## src/rtl/float_add_reg.sv

```systemverilog
// Registered Float adder for the linear-domain accumulator path.
// Flush-to-zero, no NaN, selectable rounding, one result per cycle.
module float_add_reg #(
  parameter int EXP  = 5,
  parameter int FRAC = 10
) (
  input  logic                clock,
  input  logic                resetn,
  input  logic                in_valid,
  input  logic [EXP+FRAC:0]   a,
  input  logic [EXP+FRAC:0]   b,
  input  logic [2:0]          rnd,
  output logic                out_valid,
  output logic [EXP+FRAC:0]   z,
  output logic [7:0]          status
);

  localparam int W   = 1 + EXP + FRAC;
  localparam int MW  = FRAC + 4;
  localparam int LZW = $clog2(MW + 1);
  localparam int EW  = ((EXP > LZW) ? EXP : LZW) + 2;
  localparam int EMX = (1 << EXP) - 1;

  localparam logic [EXP-1:0] EONES = {EXP{1'b1}};
  localparam logic [2:0] RNE = 3'd0;
  localparam logic [2:0] RTZ = 3'd1;
  localparam logic [2:0] RUP = 3'd2;
  localparam logic [2:0] RDN = 3'd3;
  localparam logic [2:0] RNA = 3'd4;

  function automatic logic [EW-1:0] lzc(input logic [MW-1:0] v);
    lzc = EW'(MW);
    for (int i = 0; i < MW; i++)
      if (v[i]) lzc = EW'(MW - 1 - i);
  endfunction

  logic          r_valid;
  logic [W-1:0]  r_z;
  logic [7:0]    r_status;

  logic [W-1:0]    w_z;
  logic [7:0]      w_st;
  logic [2:0]      w_mode;
  logic            w_za, w_zb, w_ia, w_ib;
  logic [W-2:0]    w_maga, w_magb;
  logic            w_swap;
  logic            w_sl, w_ss;
  logic [EXP-1:0]  w_el, w_es, w_diff;
  logic [FRAC:0]   w_ml, w_ms;
  logic [MW-1:0]   w_lx, w_sx, w_al;
  logic [MW:0]     w_sum;
  logic [MW-1:0]   w_nm;
  logic [EW-1:0]   w_lz, w_en, w_er;
  logic            w_g, w_rs, w_inx, w_inc;
  logic [FRAC+1:0] w_mr;
  logic [FRAC-1:0] w_fr;
  logic            w_toinf;

  // Full combinational add: swap, align, add, normalize, round, pack.
  always_comb begin
    w_z     = '0;
    w_st    = '0;
    w_mode  = (rnd > RNA) ? RNE : rnd;
    w_za    = a[W-2:FRAC] == '0;
    w_zb    = b[W-2:FRAC] == '0;
    w_ia    = a[W-2:FRAC] == EONES;
    w_ib    = b[W-2:FRAC] == EONES;
    w_maga  = w_za ? '0 : a[W-2:0];
    w_magb  = w_zb ? '0 : b[W-2:0];
    w_swap  = w_magb > w_maga;
    w_sl    = w_swap ? b[W-1] : a[W-1];
    w_ss    = w_swap ? a[W-1] : b[W-1];
    w_el    = w_swap ? w_magb[W-2:FRAC] : w_maga[W-2:FRAC];
    w_es    = w_swap ? w_maga[W-2:FRAC] : w_magb[W-2:FRAC];
    w_ml    = (w_el == '0) ? '0
            : {1'b1, (w_swap ? w_magb[FRAC-1:0] : w_maga[FRAC-1:0])};
    w_ms    = (w_es == '0) ? '0
            : {1'b1, (w_swap ? w_maga[FRAC-1:0] : w_magb[FRAC-1:0])};
    w_diff  = w_el - w_es;
    w_lx    = {w_ml, 3'b000};
    w_sx    = {w_ms, 3'b000};
    if (32'(w_diff) >= MW) begin
      w_al = {{(MW-1){1'b0}}, |w_sx};
    end else begin
      w_al    = w_sx >> w_diff;
      w_al[0] = w_al[0] | (|(w_sx & ~({MW{1'b1}} << w_diff)));
    end
    w_sum   = (w_sl ^ w_ss) ? ({1'b0, w_lx} - {1'b0, w_al})
                            : ({1'b0, w_lx} + {1'b0, w_al});
    w_lz    = lzc(w_sum[MW-1:0]);
    if (w_sum[MW]) begin
      w_nm = w_sum[MW:1] | {{(MW-1){1'b0}}, w_sum[0]};
      w_en = {{(EW-EXP){1'b0}}, w_el} + EW'(1);
    end else begin
      w_nm = w_sum[MW-1:0] << w_lz;
      w_en = {{(EW-EXP){1'b0}}, w_el} - w_lz;
    end
    w_g     = w_nm[2];
    w_rs    = |w_nm[1:0];
    w_inx   = w_g | w_rs;
    w_inc   = 1'b0;
    case (w_mode)
      RNE:     w_inc = w_g & (w_rs | w_nm[3]);
      RTZ:     w_inc = 1'b0;
      RUP:     w_inc = w_inx & ~w_sl;
      RDN:     w_inc = w_inx & w_sl;
      RNA:     w_inc = w_g;
      default: w_inc = w_g & (w_rs | w_nm[3]);
    endcase
    w_mr    = {1'b0, w_nm[MW-1:3]} + {{(FRAC+1){1'b0}}, w_inc};
    w_er    = w_mr[FRAC+1] ? (w_en + EW'(1)) : w_en;
    w_fr    = w_mr[FRAC+1] ? w_mr[FRAC:1] : w_mr[FRAC-1:0];
    w_toinf = (w_mode == RNE) || (w_mode == RNA)
           || ((w_mode == RUP) && !w_sl)
           || ((w_mode == RDN) && w_sl);
    if (w_ia || w_ib) begin
      if (w_ia && w_ib && (a[W-1] != b[W-1])) begin
        w_z     = {1'b0, EONES, {FRAC{1'b0}}};
        w_st[2] = 1'b1;
      end else begin
        w_z = {(w_ia ? a[W-1] : b[W-1]), EONES, {FRAC{1'b0}}};
      end
      w_st[1] = 1'b1;
    end else if (w_sum == '0) begin
      w_z     = {((w_sl == w_ss) ? w_sl : (w_mode == RDN)),
                 {(W-1){1'b0}}};
      w_st[0] = 1'b1;
    end else if (w_er[EW-1] || (w_er == '0)) begin
      w_z     = {w_sl, {(W-1){1'b0}}};
      w_st[0] = 1'b1;
      w_st[3] = 1'b1;
      w_st[5] = 1'b1;
    end else if (w_er >= EW'(EMX)) begin
      w_st[4] = 1'b1;
      w_st[5] = 1'b1;
      if (w_toinf) begin
        w_z     = {w_sl, EONES, {FRAC{1'b0}}};
        w_st[1] = 1'b1;
      end else begin
        w_z = {w_sl, EONES - EXP'(1), {FRAC{1'b1}}};
      end
    end else begin
      w_z     = {w_sl, w_er[EXP-1:0], w_fr};
      w_st[5] = w_inx;
    end
  end

  // Output register; result and flags hold while no new operand arrives.
  always_ff @(posedge clock or negedge resetn) begin
    if (!resetn) begin
      r_valid  <= 1'b0;
      r_z      <= '0;
      r_status <= '0;
    end else begin
      r_valid <= in_valid;
      if (in_valid) begin
        r_z      <= w_z;
        r_status <= w_st;
      end
    end
  end

  assign out_valid = r_valid;
  assign z         = r_z;
  assign status    = r_status;

endmodule

```

## config.mk

```make
export PLATFORM = sky130hd
export DESIGN_NAME = float_add_reg
export DESIGN_NICKNAME = d
export VERILOG_FILES = /design/src/rtl/float_add_reg.sv
export SDC_FILE = /design/constraint.sdc
export NUM_CORES = 1
export LEC_CHECK = 0
export BUFFER_PORTS_ARGS = -buffer_cell sky130_fd_sc_hd__buf_2
export CAP_MARGIN = 10
export CORE_ASPECT_RATIO = 0.9
export CORE_MARGIN = 2
export CORE_UTILIZATION = 45
export DETAILED_ROUTE_END_ITERATION = 10
export PLACE_DENSITY = 0.64
export SLEW_MARGIN = 15
export SYNTH_ARGS = -nofsm -noshare
export SYNTH_HDL_FRONTEND = slang
export SYNTH_SLANG_ARGS = --single-unit
```

## constraint.sdc

```tcl
create_clock -name clock -period 1.8 [get_ports clock]
set_input_delay 0 -clock clock [delete_from_list [all_inputs] [get_ports clock]]
set_output_delay 0 -clock clock [all_outputs]
set_load 0.02 [all_outputs]
```

==> impl_results.rst, run 1 <==
.. list-table::
   :header-rows: 1

   * - Metric
     - Value
   * - Result of the run
     - finished, violations left
   * - Violations in the final reports
     - negative setup slack
   * - Critical Path Max Stage Delay
     - 0.57 ns
   * - Routability congestion estimate from global placement
     - 1.05
   * - Cell mode on critical path
     - sky130_fd_sc_hd__buf_4
   * - Type of element capturing the critical path
     - flop
   * - Ports placed on the boundary
     - 63
   * - Number of nets with antenna violations after routing
     - 0
   * - Tightest hold margin
     - 0.106 ns
   * - Setup slack after layout
     - -7.61 ns
   * - Period utilisation layout
     - 523%
   * - Global-route usage over all layers
     - 38.4%
   * - EDFF count, synth
     - 0
   * - Most frequent standard cell in the layout excluding fill and tap cells
     - sky130_fd_sc_hd__buf_4
   * - Endpoint required time on the critical path
     - 1.93 ns
   * - RSZ-0062 raised after global routing
     - yes
   * - Ys async rst share
     - 100%
   * - Hold wc startpoint
     - in_valid
   * - Worst slack at placement
     - -8.03 ns
   * - Number of buffers on the longest clock path
     - 2
   * - WL per Instance
     - 21.2 um
   * - Via count normalized by instance count
     - 6.52
   * - Mapped cell area
     - 0.00667 mm2
   * - Initial DRC count
     - 1527
   * - Clock insertion delay at the later pin of the skew report
     - 0.26 ns
   * - Mean instance size in the synthesized netlist
     - 6.81 um2
   * - Flip-flop and latch count after synthesis
     - 23
   * - Cell variety after synth
     - 92
   * - Number of buffers added on ports
     - 60
   * - Destination of the worst hold path
     - z[10]
   * - Critical path peak fanout
     - 7
   * - Global-route wire length before repair
     - 50.2 mm
   * - TritonCTS clock tree
     - built
   * - Number of optimization iterations in the first detailed-route pass
     - 8
   * - Startpoint class of the critical path
     - input pin
   * - Maximum resistive drop on vdd
     - 0.00131 V
   * - Share of post-route cells with drive strength above 1
     - 49.0%
   * - Area growth, synth to finish
     - 76.6%
   * - Worst R2R Path Depth
     - 2
   * - Overflow left after global routing
     - 0
   * - Die width
     - 132 um
   * - Placeable core region
     - 0.0146 mm2
   * - Synthesis Warnings
     - 0
   * - Clock-pin slew on the worst setup and hold paths
     - 0.06 ns
   * - Category of the critical setup timing path
     - input pin to flop
   * - Die Area
     - 0.0158 mm2
   * - Clock buffers created by TritonCTS
     - 3
   * - Inserted Diodes
     - 0
   * - Capture point of the worst reg-to-reg path
     - z[13]
   * - DR vias
     - 10800
   * - Final-report setup violation count
     - 21
   * - Die Y-Extent
     - 119 um
   * - Instance count along the most critical hold path
     - 3
   * - Static Leak
     - 0.00548 uW
   * - Final core utilization
     - 80.6%
   * - Wire length after detailed routing
     - 35.1 mm
   * - Net total in the final layout
     - 1546
   * - Via count of the first global-routing pass
     - 9944
   * - Slew HR
     - 53.4%
   * - Proportion of synthesized chip area in sequential cells
     - 8.63%
   * - # DRC
     - 0
   * - Fill cell total of the finished layout
     - 923
   * - Initial Utilization
     - 45.6%
   * - MaxCap Viol Count
     - 0
   * - Worst reg-to-reg setup slack
     - 0.97 ns
   * - Least-Margin Pin Slew
     - 0.696 ns
   * - Slowest cell on the critical path
     - sky130_fd_sc_hd__or4_4
   * - Final Hold Fails
     - 0
   * - Final critical-path required period
     - 9.41 ns
   * - Initial antenna violation count
     - 0
   * - Arrival @ worst endpoint
     - 9.54 ns
   * - Hold WC Path Type
     - input pin to flop
   * - R2r startpoint
     - z[13]
   * - Layout Skew
     - 0 ns
   * - Cells after synthesis
     - 979
   * - Max Freq
     - 106 MHz
   * - Power density cells
     - 1520 mW/mm2
   * - Max-slew violation count
     - 0
   * - Rows
     - 42
   * - Sum of net half-perimeters after detailed placement
     - 23.3 mm
   * - Most common flop cell mapped by yosys
     - sky130_fd_sc_hd__dfrtp_1
   * - Cell at the root of the clock tree
     - sky130_fd_sc_hd__clkbuf_16
   * - CTS HTree Levels
     - 1
   * - Largest net degree at the start of global routing
     - 24
   * - Critical Path Source
     - b[10]
   * - Commonest non-fill, non-tap cells in the layout
     - sky130_fd_sc_hd__buf_4 (437), sky130_fd_sc_hd__nor2_1 (102), sky130_fd_sc_hd__nand2_1 (85), sky130_fd_sc_hd__a21oi_1 (61), sky130_fd_sc_hd__buf_2 (58)
   * - Number of sinks driven by the clock tree
     - 23
==> area by class of cell <==
class	count	area, um2	area share (%)
clock inverter	1	5.00	0.0425
multi-input combinational	856	6790	57.7
inverter	55	211	1.80
sequential	23	576	4.89
timing repair buffer	518	3870	32.8
clock buffer	3	75.1	0.637
tap	198	248	2.10
==> state kept, by name, indices dropped and copies added (netlist names) <==
register and cells:
out_valid 1, z 16, status 6
==> timing repair <==
item                                   CTS  global route
endpoints found under the hold margin   23             0
buffers inserted                        33            17
hold buffers                             1             0
setup endpoints to repair               21            21
pin swaps                               62            48
gates resized for setup                 94            69
cloned                                   2             1
==> worst max-delay path, delay by kind of cell <==
kind | cells | cell delay, ns
multiplexers | 5 | 1.03
adder cells (fa/ha/maj) | 4 | 0.93
buffers and inverters | 11 | 1.42
AND/OR/NAND/NOR | 15 | 3.05
AO/OA/AOI/OAI | 16 | 3.09
==> cells by family (layout without fill, tap and decap cells) <==
logic type	after synthesis	after routing	synth area share, %
adders and majority gates	52	52	9.94
DFF	23	23	8.63
buffers and inverters	103	577	6.23
xor gates and xnor gates	29	29	3.81
AOI/OAI and AO/OA	335	335	36.1
and+or+nand+nor	409	411	30.9
muxes	27	27	4.37
other	1	2	0.0562
==> report_power, final <==
group	switching (uW)	total, uW	internal [uW]	leakage [uW]
clock	198	497	300	0.0000409
sequential	158	888	730	0.000282
combinational	8730	16500	7790	0.00516
==> worst max path at each step <==
stage	endpoint	cells past startpoint
2_1_floorplan	z[9]	53
3_3_place_gp	z[12]	49
3_5_place_dp	status[1]	50
4_1_cts	z[3]	51
5_1_grt	z[0]	50
6_report	z[0]	51
==> synth_stat cells, types with 5 or more instances <==
library cell | n | area share, %
sky130_fd_sc_hd__nor4_1 | 13 | 1.2
sky130_fd_sc_hd__nor2_1 | 109 | 6.1
sky130_fd_sc_hd__a311oi_1 | 7 | 0.92
sky130_fd_sc_hd__o31ai_1 | 5 | 0.56
sky130_fd_sc_hd__o211ai_1 | 13 | 1.5
sky130_fd_sc_hd__inv_1 | 53 | 3.0
sky130_fd_sc_hd__or3_1 | 15 | 1.4
sky130_fd_sc_hd__mux2_2 | 7 | 1.2
sky130_fd_sc_hd__xnor2_1 | 23 | 3.0
sky130_fd_sc_hd__a21o_1 | 16 | 1.8
sky130_fd_sc_hd__nor3_1 | 41 | 3.1
sky130_fd_sc_hd__mux2i_1 | 19 | 2.9
sky130_fd_sc_hd__a211oi_1 | 24 | 2.7
sky130_fd_sc_hd__nand2_1 | 95 | 5.3
sky130_fd_sc_hd__nand2b_1 | 15 | 1.4
sky130_fd_sc_hd__o21a_1 | 18 | 2.0
sky130_fd_sc_hd__and2_1 | 17 | 1.6
sky130_fd_sc_hd__buf_2 | 8 | 0.60
sky130_fd_sc_hd__o21ai_0 | 45 | 3.4
sky130_fd_sc_hd__and4_1 | 11 | 1.4
sky130_fd_sc_hd__o21ai_1 | 5 | 0.38
sky130_fd_sc_hd__a2111oi_0 | 5 | 0.66
sky130_fd_sc_hd__nand3_1 | 32 | 2.4
sky130_fd_sc_hd__nor2b_1 | 10 | 0.94
sky130_fd_sc_hd__o32ai_1 | 12 | 1.6
sky130_fd_sc_hd__and3_1 | 12 | 1.1
sky130_fd_sc_hd__a31oi_1 | 14 | 1.3
sky130_fd_sc_hd__buf_1 | 6 | 0.34
sky130_fd_sc_hd__nand4_1 | 13 | 1.2
sky130_fd_sc_hd__a211o_1 | 8 | 1.1
sky130_fd_sc_hd__clkbuf_1 | 30 | 1.7
sky130_fd_sc_hd__dfrtp_1 | 23 | 8.6
sky130_fd_sc_hd__o22ai_1 | 12 | 1.1
sky130_fd_sc_hd__a21oi_1 | 77 | 5.8
sky130_fd_sc_hd__o2bb2ai_1 | 5 | 0.66
sky130_fd_sc_hd__xor2_1 | 6 | 0.79
sky130_fd_sc_hd__ha_1 | 49 | 9.2
==> through the flow <==
step	instance area, um2	std cells	setup TNS [ns]	total power (uW)
6_report	11800	1654	-155.09	17900
5_1_grt	11800	1654	-161.75	18800
4_1_cts	11300	1636	-144.98	16000
3_5_place_dp	10500	1598	-165.13	14300
3_3_place_gp	10500	1598	-157.63	14100
2_1_floorplan	7110	980	-155.88	8120
==> layer usage <==
metal | wire [um] | up-vias | share of wire (%) | GRT usage [%]
met4 | 2020 | 0 | 5.7 | 13.7
met1 | 13600 | 4990 | 39 | 51.9
met2 | 15700 | 886 | 45 | 63.5
met5 | 0 | - | 0 | 0
met3 | 3760 | 239 | 11 | 4.31
li1 | - | 4668 | - | -
(Power assumes the default switching activity.)
==> run 2: changes to the inputs <==
CORE_UTILIZATION = 57   (was 45)
MAX_ROUTING_LAYER = met4   (was default)
PLACE_DENSITY = 0.76   (was 0.64)
==> run 2 against run 1 <==
The flow now stops in clock tree synthesis. Synthesized cell count stayed put. Area after synthesis stayed put.
==> impl_results.rst, run 2 <==
.. list-table::
   :header-rows: 1

   * - Metric
     - Value
   * - Die Y-Extent
     - 107 um
   * - Proportion of synthesized chip area in sequential cells
     - 8.63%
   * - Clock buffers created by TritonCTS
     - 3
   * - Cells after synthesis
     - 979
   * - Mapped cell area
     - 0.00667 mm2
   * - Synth area leaders
     - sky130_fd_sc_hd__ha_1 (9.2%), sky130_fd_sc_hd__dfrtp_1 (8.6%), sky130_fd_sc_hd__nor2_1 (6.1%)
   * - Worst slack at placement
     - -8.38 ns
   * - Initial Utilization
     - 58.3%
   * - Area share of the leading cell type in the synthesized netlist
     - 9.19%
   * - Mean instance size in the synthesized netlist
     - 6.81 um2
   * - Number of sinks driven by the clock tree
     - 23
   * - Cell Area, Placed
     - 0.0104 mm2
   * - Routability congestion estimate from global placement
     - 1.11
   * - EDFF count, synth
     - 0
   * - CTS HTree Levels
     - 1
   * - Stop stage
     - clock tree synthesis
   * - Flip-flop and latch count after synthesis
     - 23
   * - Synthesis Warnings
     - 0
   * - Rows
     - 37
   * - Die width
     - 118 um
   * - Cts-stage hold buffer count
     - 1
   * - Most area-hungry cell type in the Yosys netlist
     - sky130_fd_sc_hd__ha_1
   * - Ports placed on the boundary
     - 63
   * - Number of buffers on the longest clock path
     - 2
   * - Most common flop cell mapped by yosys
     - sky130_fd_sc_hd__dfrtp_1
   * - Result of the run
     - aborted with a tool error
   * - Number of buffers added on ports
     - 60
   * - Sum of net half-perimeters after detailed placement
     - 27.7 mm
   * - Most used standard cells in the synthesized netlist
     - sky130_fd_sc_hd__nor2_1 (109), sky130_fd_sc_hd__nand2_1 (95), sky130_fd_sc_hd__a21oi_1 (77)
   * - Cell with the most instances after synthesis
     - sky130_fd_sc_hd__nor2_1
   * - Ys async rst share
     - 100%
   * - Cts repair resizes
     - 117
   * - Cell at the root of the clock tree
     - sky130_fd_sc_hd__clkbuf_16
   * - Post-CTS Setup Inserts
     - 30
   * - Cell variety after synth
     - 92
   * - Error that stopped the run
     - [ERROR DPL-0033] detailed placement checks failed during check placement.
## run 2: kinds of logic after synthesis
group | synth area share (%)
simple gates | 30.9
compound gates | 36.1
buf+inv | 6.23
fa+ha+maj | 9.94
xor+xnor | 3.81
mux | 4.37
flops | 8.63
other cells | 0.0562
## run 2: stage by stage
stage | std cells | TNS, ns
2_1_floorplan | 980 | -155.88
3_3_place_gp | 1546 | -155.71
3_5_place_dp | 1546 | -172.58
==> run 3: changes to the inputs <==
CORE_ASPECT_RATIO = default   (was 0.9)
CORE_UTILIZATION = 40   (was 57)
MAX_ROUTING_LAYER = default   (was met4)
PLACE_DENSITY = default   (was 0.76)
PLACE_DENSITY_LB_ADDON = 0.15   (was default)
==> run 3 against run 2 <==
The flow now finishes, with violations (negative setup slack).
==> impl_results.rst, run 3 (synthesis gave the netlist of run 1 again) <==
.. list-table::
   :header-rows: 1

   * - Metric
     - Value
   * - Result of the run
     - finished, violations left
   * - Violations in the final reports
     - negative setup slack
   * - Number of sinks driven by the clock tree
     - 23
   * - Layout Skew
     - 0 ns
   * - Maximum resistive drop on vdd
     - 0.00127 V
   * - Initial Utilization
     - 40.5%
   * - Share of post-route cells with drive strength above 1
     - 49.8%
   * - Number of buffers added on ports
     - 60
   * - Final standard cell area without fillers
     - 0.0119 mm2
   * - Via count of the first global-routing pass
     - 9612
   * - Number of optimization iterations in the first detailed-route pass
     - 5
   * - WL per Instance
     - 18.9 um
   * - Max Freq
     - 109 MHz
   * - Instance count along the most critical hold path
     - 3
   * - CTS HTree Levels
     - 1
   * - Power density cells
     - 1480 mW/mm2
   * - Via count normalized by instance count
     - 5.92
   * - Final Hold Fails
     - 0
   * - Final critical-path required period
     - 9.14 ns
   * - Global-route usage over all layers
     - 32.8%
   * - Critical Path Max Stage Delay
     - 0.56 ns
   * - Clock insertion delay at the later pin of the skew report
     - 0.26 ns
   * - Most frequent standard cell in the layout excluding fill and tap cells
     - sky130_fd_sc_hd__buf_4
   * - MaxCap Viol Count
     - 0
   * - Type of element capturing the critical path
     - flop
   * - Worst R2R Path Depth
     - 2
   * - Category of the critical setup timing path
     - input pin to flop
   * - Slew HR
     - 58.8%
   * - Count of cell instances traversed by the critical path
     - 53
   * - Number of nets with antenna violations after routing
     - 0
   * - Critical path peak fanout
     - 8
   * - Number of flip-flops in the largest register
     - 16
   * - Initial DRC count
     - 900
   * - Setup slack after layout
     - -7.34 ns
   * - Tightest hold margin
     - 0.117 ns
   * - Buf/Inv on CP
     - 6
   * - Net total in the final layout
     - 1554
   * - Die Y-Extent
     - 133 um
   * - Clock-pin slew on the worst setup and hold paths
     - 0.06 ns
   * - Fill cell total of the finished layout
     - 1285
   * - Final sum of negative setup slack
     - -150.32 ns
   * - Global-route wire length before repair
     - 47.9 mm
   * - Hold WC Path Type
     - input pin to flop
   * - # DRC
     - 0
   * - Inserted Diodes
     - 0
   * - Number of buffers on the longest clock path
     - 2
   * - Largest net degree at the start of global routing
     - 24
   * - Least-Margin Pin Slew
     - 0.611 ns
   * - Cell at the root of the clock tree
     - sky130_fd_sc_hd__clkbuf_16
   * - Rows
     - 47
   * - Max-slew violation count
     - 0
   * - Arrival @ worst endpoint
     - 9.30 ns
   * - Period utilisation layout
     - 508%
   * - Cell mode on critical path
     - sky130_fd_sc_hd__buf_6
   * - Die Area
     - 0.0177 mm2
   * - Final core utilization
     - 72.5%
   * - Area growth, synth to finish
     - 79.0%
   * - Startpoint class of the critical path
     - input pin
   * - Die width
     - 133 um
   * - DR vias
     - 9961
   * - Final-report setup violation count
     - 21
   * - Wire length after detailed routing
     - 31.9 mm
   * - Static Leak
     - 0.00553 uW
   * - Clock buffers created by TritonCTS
     - 3
   * - Sum of net half-perimeters after detailed placement
     - 23.5 mm
   * - TritonCTS clock tree
     - built
   * - Cell Area, Placed
     - 0.0105 mm2
   * - Slowest cell on the critical path
     - sky130_fd_sc_hd__or4_4
   * - Endpoint required time on the critical path
     - 1.96 ns
   * - Initial antenna violation count
     - 0
   * - Worst reg-to-reg setup slack
     - 1.05 ns
   * - Overflow left after global routing
     - 0
   * - RSZ-0062 raised after global routing
     - yes
   * - Ports placed on the boundary
     - 63
   * - Routability congestion estimate from global placement
     - 1.03
   * - Placeable core region
     - 0.0165 mm2
   * - Cell family with most CP delay
     - compound AO/OA/AOI/OAI gates
   * - Commonest non-fill, non-tap cells in the layout
     - sky130_fd_sc_hd__buf_4 (442), sky130_fd_sc_hd__nor2_1 (101), sky130_fd_sc_hd__nand2_1 (83), sky130_fd_sc_hd__a21oi_1 (63), sky130_fd_sc_hd__buf_2 (59)
[run 3: stage by stage]
step                instances  worst slack (ns)  power, uW
finish                   1684             -7.34      17600
global route             1684             -7.76      18700
CTS                      1662             -7.16      16100
detailed placement       1622             -8.04      14500
global placement         1622             -7.89      14400
floorplan                 980             -7.62       8120
[run 3: what timing repair did]
action,4_1_cts,5_1_grt
pin swaps,59,34
resized for setup,115,56
gates cloned,2,2
setup buffers,34,23
hold buffers,1,0
setup endpoints to repair,21,21
hold endpoints to repair,23,0
[run 3: layer usage]
layer  track usage (%)  wire length [um]
met2              55.6             14700
met3              3.96              2400
met5                 0                 0
met1              44.1             13500
met4              9.69              1260
[run 3: cell type report]
type	instances	area (um2)	area share (%)
Clock buffer	3	75.1	0.629
Clock inverter	1	5.00	0.0419
Inverter	55	211	1.77
Multi-Input combinational cell	856	6830	57.2
Sequential cell	23	576	4.82
Tap cell	220	275	2.31
Timing Repair Buffer	526	3970	33.3
[run 3: final timing paths]
check | from | end
worst max-delay path | b[10] | z[2]
worst min-delay path | in_valid | z[10]
worst max register to register | z[13] | z[13]
worst min register to register | status[0] | status[0]
max in group asynchronous | resetn | z[10]
min in group asynchronous | resetn | z[4]
[run 3: tightest hold or removal path, stage by stage]
cell	delay (ns)
sky130_fd_sc_hd__buf_2	0.11
sky130_fd_sc_hd__nor2_1	0.07
sky130_fd_sc_hd__a211oi_2	0.14
[run 3: where the power goes]
group | switching (uW) | internal, uW
clock network | 186 | 299
logic | 8350 | 7940
registers | 123 | 729
